<file path="src/rtl/cnt_seg_scan.sv">
// Four-digit multiplexed seven-segment driver for 4-bit counter values.
// Digit values are shadowed once per frame so a displayed frame never tears.
module cnt_seg_scan #(
    parameter int unsigned SCAN_DIV = 50000
) (
    input  logic       clk,
    input  logic       clr,
    input  logic       en,
    input  logic       blank_lz,
    input  logic [3:0] d0,
    input  logic [3:0] d1,
    input  logic [3:0] d2,
    input  logic [3:0] d3,
    input  logic [3:0] dp_mask,
    output logic [3:0] an,
    output logic [6:0] seg,
    output logic       dp
);

    localparam int unsigned PreW = (SCAN_DIV > 1) ? $clog2(SCAN_DIV) : 1;
    localparam logic [PreW-1:0] PreLast = PreW'(SCAN_DIV - 1);

    logic [PreW-1:0] pre_q, pre_d;
    logic [1:0]      idx_q, idx_d;
    logic [3:0]      sh0_q, sh0_d, sh1_q, sh1_d, sh2_q, sh2_d, sh3_q, sh3_d;
    logic [3:0]      sh_dp_q, sh_dp_d;
    logic [3:0]      an_q, an_d;
    logic [6:0]      seg_q, seg_d;
    logic            dp_q, dp_d;

    logic            pre_wrap, frame_wrap, blanked;
    logic [3:0]      cur;
    logic [3:0]      lz;

    // Active-low segments, bit 6 = g down to bit 0 = a.
    function automatic logic [6:0] hex7(input logic [3:0] v);
        case (v)
            4'h0: hex7 = 7'b1000000;
            4'h1: hex7 = 7'b1111001;
            4'h2: hex7 = 7'b0100100;
            4'h3: hex7 = 7'b0110000;
            4'h4: hex7 = 7'b0011001;
            4'h5: hex7 = 7'b0010010;
            4'h6: hex7 = 7'b0000010;
            4'h7: hex7 = 7'b1111000;
            4'h8: hex7 = 7'b0000000;
            4'h9: hex7 = 7'b0010000;
            4'hA: hex7 = 7'b0001000;
            4'hB: hex7 = 7'b0000011;
            4'hC: hex7 = 7'b1000110;
            4'hD: hex7 = 7'b0100001;
            4'hE: hex7 = 7'b0000110;
            4'hF: hex7 = 7'b0001110;
        endcase
    endfunction

    always_comb begin
        pre_wrap   = (pre_q == PreLast);
        frame_wrap = pre_wrap && (idx_q == 2'd3);

        pre_d = pre_wrap ? '0 : pre_q + 1'b1;
        idx_d = pre_wrap ? idx_q + 2'd1 : idx_q;

        sh0_d   = frame_wrap ? d0 : sh0_q;
        sh1_d   = frame_wrap ? d1 : sh1_q;
        sh2_d   = frame_wrap ? d2 : sh2_q;
        sh3_d   = frame_wrap ? d3 : sh3_q;
        sh_dp_d = frame_wrap ? dp_mask : sh_dp_q;

        cur = sh0_q;
        case (idx_q)
            2'd0: cur = sh0_q;
            2'd1: cur = sh1_q;
            2'd2: cur = sh2_q;
            2'd3: cur = sh3_q;
        endcase

        // lz[k]: every shadow digit from 3 down to k is zero; digit 0 always shows.
        lz[3] = (sh3_q == 4'h0);
        lz[2] = lz[3] && (sh2_q == 4'h0);
        lz[1] = lz[2] && (sh1_q == 4'h0);
        lz[0] = 1'b0;

        blanked = blank_lz && lz[idx_q];

        an_d  = 4'hF;
        seg_d = 7'h7F;
        if (en && !blanked) begin
            an_d  = ~(4'b0001 << idx_q);
            seg_d = hex7(cur);
        end
        dp_d = en ? ~sh_dp_q[idx_q] : 1'b1;
    end

    always_ff @(posedge clk) begin
        if (clr) begin
            pre_q   <= '0;
            idx_q   <= 2'd0;
            sh0_q   <= 4'h0;
            sh1_q   <= 4'h0;
            sh2_q   <= 4'h0;
            sh3_q   <= 4'h0;
            sh_dp_q <= 4'h0;
            an_q    <= 4'hF;
            seg_q   <= 7'h7F;
            dp_q    <= 1'b1;
        end else begin
            pre_q   <= pre_d;
            idx_q   <= idx_d;
            sh0_q   <= sh0_d;
            sh1_q   <= sh1_d;
            sh2_q   <= sh2_d;
            sh3_q   <= sh3_d;
            sh_dp_q <= sh_dp_d;
            an_q    <= an_d;
            seg_q   <= seg_d;
            dp_q    <= dp_d;
        end
    end

    assign an  = an_q;
    assign seg = seg_q;
    assign dp  = dp_q;

endmodule

</file>
<file path="config.mk">
export PLATFORM = sky130hd
export DESIGN_NAME = cnt_seg_scan
export DESIGN_NICKNAME = d
export VERILOG_FILES = /design/src/rtl/cnt_seg_scan.sv
export SDC_FILE = /design/constraint.sdc
export NUM_CORES = 1
export LEC_CHECK = 0
export ABC_AREA = 1
export BUFFER_PORTS_ARGS = -buffer_cell sky130_fd_sc_hd__buf_2
export CORE_MARGIN = 3
export CORE_UTILIZATION = 30
export CTS_CLUSTER_DIAMETER = 40
export DETAILED_ROUTE_END_ITERATION = 10
export GPL_ROUTABILITY_DRIVEN = 0
export PLACE_DENSITY = 0.48
export SKIP_CTS_REPAIR_TIMING = 1
export SLEW_MARGIN = 5
export SYNTH_ARGS = -nofsm -noshare
export SYNTH_HDL_FRONTEND = slang
export SYNTH_SLANG_ARGS = --single-unit
</file>
<file path="constraint.sdc">
create_clock -name clk -period 2.9 [get_ports clk]
set_input_delay 0.29 -clock clk [delete_from_list [all_inputs] [get_ports clk]]
set_output_delay 0.29 -clock clk [all_outputs]
set_load 0.03 [all_outputs]
</file>
==> summary.md, run 1 <==
| Metric | Value |
|---|---|
| Clk_skew | `0.00668 ns` |
| Placed cell areas | `2760 sq um` |
| Row count | `32` |
| Clk sinks | `50` |
| Synth Register Bits | `50` |
| Sink of the worst hold path | `dp` |
| DP Wirelength | `4430 microns` |
| RR Startpoint | `idx_q[0]` |
| Synth unique cells | `27` |
| DRC | `0` |
| Port buffer count | `35` |
| Final Cell Area | `2860 sq um` |
| TritonCTS clock tree | `done` |
| Required time worst endpoint | `3.10 ns` |
| Slowest cell delay on critical path | `0.47 ns` |
| Mapped Area | `2540 sq um` |
| Maximum clock insertion buffer count | `2` |
| Power Density | `413 nW/um^2` |
| Post-Synthesis Cells | `354` |
| Share of cells above drive strength 1 | `0.163` |
| DR vias/cell | `4.69` |
| Final net count | `420` |
| Terminus of the critical flop-to-flop path | `seg[1]` |
| M3 GR Usage | `0.0357` |
| Total track usage | `0.129` |
| Fin. max-slew vios | `0` |
| Fin crit period | `2.27 ns` |
| Initial antenna violation count | `0` |
| Most Crowded Layer GR | `met1` |
| CP max-delay cell | `dfxtp_1` |
| 1st-pass router iterations | `6` |
| Status | `finished clean` |
| CP arrival | `2.47 ns` |
| DIE AREA | `9600 sq um` |
| Final setup viols | `0` |
| Fillers | `863` |
| Commonest cells after routing, fill and taps aside | `nand2_1, dfxtp_1, nor2_1` |
| Layout area overhead | `12.6%` |
| Worst vdd ir | `0.000161 V` |
| Sequential area share after synthesis | `0.394` |
| M2 GR Usage | `0.182` |
| Worst slew margin | `0.687` |
| Final core utilization | `0.359` |
| Die Y | `98.0 microns` |
| Worst Tran Pin Value | `0.469 ns` |
| First-pass GRT wire length | `10400 microns` |
| Worst-Skew Late Latency | `0.30 ns` |
| Drt wl/cell | `12.3 microns` |
| Maxcap violations | `0` |
| Critical Path Source Type | `flip-flop` |
| Most common cell on crit path | `nor2_1` |
| Initial DRC Count | `105` |
| Die width | `98.0 microns` |
| Critical Path Fanout Max | `9` |
| Setup CP Type | `flip-flop to flip-flop` |
| Core footprint | `7970 sq um` |
| Met1 usage | `0.197` |
| Hold crit path type | `input port to flip-flop` |
| Fin Setup TNS | `0 ns` |
| Ys Warns | `0` |
| Design Power | `0.00118 W` |
| Worst-path cell chain | `inv_1 -> ha_1 -> inv_2 -> nor2_1 -> nor2_1 -> inv_1 -> ha_1 -> nand3_1 -> nor2_1 -> nor2_1 -> nand2_1` |
| RSZ-0062 raised after global routing | `no` |
| I/O Pins | `36` |
| Worst hold stages | `4` |
| Vias in the first global route | `2141` |
| R2R depth | `11` |
| Endpoints failing hold | `0` |
| Most common cell after layout, fill and taps aside | `nand2_1` |
| Vias | `2287` |
| CTS Buf Count | `5` |
| Average cell area after synthesis | `7.17 sq um` |
| Clock root buffer | `clkbuf_8` |
| WL final | `5990 microns` |
| Clock transition at the registers of the reported paths | `0.09 ns` |
| Post-Syn Nets | `389` |
| Leakage | `1.12 nW` |
| Setup slack, reg-to-reg | `0.63 ns` |
| Total gr overflow | `0` |
| HP Start | `en` |
| Largest net degree at the start of global routing | `25` |
| Post-DRT Antenna Nets | `0` |
| # diodes | `0` |
| Crit path capture type | `flip-flop` |
| Initial Util | `0.319` |
| Maximum clock frequency | `441 MHz` |
| CTS H-Tree Depth | `2` |
| Period Utilization, post-route | `0.781` |
-- how the worst max path moves through the flow --
stage                        start  endpoint
after global placement    idx_q[0]    seg[1]
after global routing      idx_q[0]    seg[1]
after floorplan           idx_q[0]    seg[1]
after CTS                 idx_q[0]    seg[1]
after detailed placement  idx_q[0]    seg[1]
final                     idx_q[0]    seg[1]
-- where the power goes --
part           internal [W]  switching, W  total [W]  leakage [nW]
logic             0.0000208     0.0000361  0.0000570         0.668
clock network      0.000192      0.000232   0.000424        0.0472
registers          0.000695    0.00000401   0.000699         0.406
total              0.000908      0.000272    0.00118          1.12
-- sequential cells by signal, indices dropped and copies added, names as in the netlist --
register,flops
pre_q,16
seg,7
an,4
sh0_q,4
sh1_q,4
sh2_q,4
sh3_q,4
sh_dp_q,4
idx_q,2
dp,1
-- critical path: cells and delay by family, from the launching register on --
| family | cells | cell delay, ns |
|---|---|---|
| adder cells (fa/ha/maj) | 2 | 0.57 |
| buffers and inverters | 3 | 0.45 |
| flip-flops | 1 | 0.47 |
| AND/OR/NAND/NOR | 6 | 0.68 |
-- per-stage QoR --
step / worst slack [ns] / hold WS (ns) / std cells
2_1_floorplan: 0.959 / 0.359 / 354
3_5_place_dp: 0.656 / 0.453 / 480
3_3_place_gp: 0.774 / 0.446 / 480
6_report: 0.634 / 0.243 / 488
4_1_cts: 0.642 / 0.238 / 488
5_1_grt: 0.314 / 0.246 / 488
-- cell type report --
type	instances	area [sq um]	share of cell area
clock buffers	6	82.6	0.0289
clock inverters	2	12.5	0.00438
inverters	28	105	0.0368
multi-input cells	263	1340	0.469
flip-flops and latches	50	1000	0.350
well taps	102	128	0.0446
repair buffers	37	190	0.0665
-- cells in the mapped netlist --
cell type / instances / area, sq um
a21oi_1: 31 / 155
buf_2: 5 / 25.0
buf_6: 5 / 56.3
clkbuf_1: 3 / 11.3
dfxtp_1: 50 / 1000
ha_1: 11 / 138
inv_1: 24 / 90.1
inv_2: 4 / 15.0
nand2_1: 98 / 368
nand2_2: 1 / 6.26
nand2_4: 2 / 22.5
nand3_1: 29 / 145
nand3_2: 3 / 30.0
nand4_1: 23 / 144
nor2_1: 42 / 158
nor2_2: 3 / 18.8
nor2_4: 1 / 11.3
nor2_8: 1 / 20.0
nor3_1: 2 / 10.0
nor3_2: 1 / 10.0
nor3b_1: 1 / 7.51
o21ai_0: 3 / 15.0
o22ai_1: 1 / 6.26
or2_0: 2 / 12.5
or2_1: 1 / 6.26
or2_2: 2 / 12.5
xor2_1: 5 / 43.8
-- cells by family (layout without fill, tap and decap cells) --
logic type      after synthesis  after routing  share of synthesized area
simple gates                212            212                      0.387
flops                        50             50                      0.394
buf+inv                      41             73                     0.0779
compound gates               35             35                     0.0695
fa+ha+maj                    11             11                     0.0542
xor+xnor                      5              5                     0.0172
-- per-layer routing --
layer	routed length, microns	share of wire
met5	0	0
met2	2430	0.41
met1	3260	0.54
met4	34	0.0057
met3	264	0.044
Power figures use the tool's default switching activity.
==> run 2: changes to the inputs <==
==> constraint.sdc (replaced) <==
create_clock -name clk -period 2.2 [get_ports clk]
set_input_delay 0.22 -clock clk [delete_from_list [all_inputs] [get_ports clk]]
set_output_delay 0.22 -clock clk [all_outputs]
set_load 0.03 [all_outputs]
==> run 2 against run 1 <==
  * Design area rose by 3.1%
  * Sequential share of layout area decreased by 0.87 points
  * Combinational power is 31% higher
  * First-iteration DRC count shrank 20%
  * Total power grew 51%
==> summary.md, run 2 (synthesized netlist as in run 1, its figures left out) <==
| Metric | Value |
|---|---|
| CTS Buf Count | `5` |
| Largest net degree at the start of global routing | `25` |
| Crit path capture type | `flip-flop` |
| TritonCTS clock tree | `done` |
| Die Y | `98.0 microns` |
| Most flop-heavy register | `pre_q` |
| RSZ-0062 raised after global routing | `no` |
| Setup CP Type | `flip-flop to flip-flop` |
| Maximum clock frequency | `515 MHz` |
| Clk_skew | `0.00975 ns` |
| Vias in the first global route | `2132` |
| Required time worst endpoint | `2.42 ns` |
| Clk sinks | `50` |
| Worst setup path endpoint | `seg[1]` |
| Row count | `32` |
| P_int | `0.00140 W` |
| Period Utilization, post-route | `0.883` |
| Endpoints failing hold | `0` |
| Worst vdd ir | `0.000283 V` |
| Clock transition at the registers of the reported paths | `0.10 ns` |
| Largest delay share family, worst path | `simple AND/OR/NAND/NOR gates` |
| 1st-pass router iterations | `4` |
| Fin crit period | `1.94 ns` |
| Leakage | `1.16 nW` |
| Critical Path Fanout Max | `9` |
| RR Startpoint | `idx_q[0]` |
| Fin Setup TNS | `0 ns` |
| Worst Tran Pin Value | `0.451 ns` |
| Fin. max-slew vios | `0` |
| Status | `finished clean` |
| Final net count | `424` |
| Final setup viols | `0` |
| First-pass GRT wire length | `10300 microns` |
| R2R depth | `11` |
| CTS H-Tree Depth | `2` |
| Worst slew margin | `0.699` |
| Clock power share | `0.440` |
| Layout area overhead | `16.1%` |
| Most common cell on crit path | `nor2_1` |
| Total track usage | `0.129` |
| Die width | `98.0 microns` |
| Worst-path cell chain | `inv_1 -> ha_1 -> inv_2 -> nor2_1 -> nor2_2 -> inv_1 -> ha_1 -> nand3_1 -> nor2_1 -> nor2_1 -> nand2_1` |
| Crit path buf inv count | `3` |
| Initial DRC Count | `84` |
| Slowest cell delay on critical path | `0.40 ns` |
| Worst Setup SP | `idx_q[0]` |
| Sw frac | `0.213` |
| Commonest cells after routing, fill and taps aside | `nand2_1, dfxtp_1, nor2_1` |
| WL final | `5980 microns` |
| Total gr overflow | `0` |
| Most common cell after layout, fill and taps aside | `nand2_1` |
| Critical Path Source Type | `flip-flop` |
| DIE AREA | `9600 sq um` |
| Worst-Skew Late Latency | `0.31 ns` |
| Number of flip-flops in the largest register | `16` |
| Hold crit path type | `input port to flip-flop` |
| Placed cell areas | `2790 sq um` |
| DP Wirelength | `4410 microns` |
| Initial Util | `0.319` |
| NetSw | `0.000379 W` |
| Power Density | `603 nW/um^2` |
| Core footprint | `7970 sq um` |
| Port buffer count | `35` |
| Maximum clock insertion buffer count | `2` |
| Drt wl/cell | `12.1 microns` |
| Crit path depth | `11` |
| Logic pwr share | `0.042` |
| Maxcap violations | `0` |
| Clock root buffer | `clkbuf_8` |
| # diodes | `0` |
| Share of cells above drive strength 1 | `0.187` |
| Final Cell Area | `2950 sq um` |
| I/O Pins | `36` |
| Post-DRT Antenna Nets | `0` |
| Sequential power share | `0.518` |
| DRC | `0` |
| DR vias/cell | `4.67` |
| Vias | `2296` |
| Terminus of the critical flop-to-flop path | `seg[1]` |
| Initial antenna violation count | `0` |
| CP arrival | `2.16 ns` |
| Setup slack, reg-to-reg | `0.26 ns` |
| CP max-delay cell | `dfxtp_4` |
run 2: cell count changes in the layout (fill, tap and decap cells not counted), sizes merged:
cell	change
bufinv	+2
clkinvlp	-1
clkbuf	-1
buf	+4
run 2: worst min path at each step:
stage	from	to	slack (ns)	cells past startpoint
after CTS	en	dp	0.17	4
after floorplan	clr	sh_dp_q[0]	0.29	1
after global routing	d3[0]	sh3_q[0]	0.17	3
after detailed placement	pre_q[0]	pre_q[0]	0.45	1
after global placement	pre_q[0]	pre_q[0]	0.45	1
final	en	dp	0.17	4
run 2: power groups by stage:
stage / registers [W] / logic, W / clock network [W]
final: 0.000920 / 0.0000744 / 0.000783
after global routing: 0.000922 / 0.0000849 / 0.000842
after CTS: 0.000922 / 0.0000758 / 0.000812
after detailed placement: 0.000943 / 0.0000756 / 0
after global placement: 0.000942 / 0.0000753 / 0
after floorplan: 0.000957 / 0.0000270 / 0
run 2: layout make-up:
class	instances	area, sq um
clock buffers	5	68.8
repair buffers	41	220
clock inverters	3	68.8
inverters	28	105
well taps	102	128
multi-input cells	263	1350
flip-flops and latches	50	1010
fillers	872	5020
run 2: routing by layer:
metal  vias to the layer above  wire length (microns)  GRT usage
met1                      1017                   3340      0.195
met2                        53                   2260      0.181
met3                         7                    294     0.0293
met5                         -                      0          0
met4                         0                     82     0.0383
li1                       1219                      -          -
run 2: stage by stage:
step	setup slack, ns	util	hold slack, ns	power, W	std cells
after CTS	0.0175	0.368	0.167	0.00181	492
after detailed placement	0.0641	0.351	0.453	0.00102	484
after global routing	0.0490	0.370	0.171	0.00185	492
after global placement	0.144	0.351	0.446	0.00102	484
final	0.258	0.370	0.168	0.00178	492
after floorplan	0.259	-	0.289	0.000984	354
run 2: worst register-to-register path, cell delays in order, from the launching register on:
cell,delay (ns)
dfxtp_4,0.40
inv_1,0.10
ha_1,0.25
inv_2,0.13
nor2_1,0.07
nor2_2,0.18
inv_1,0.13
ha_1,0.29
nand3_1,0.12
nor2_1,0.05
nor2_1,0.09
nand2_1,0.05
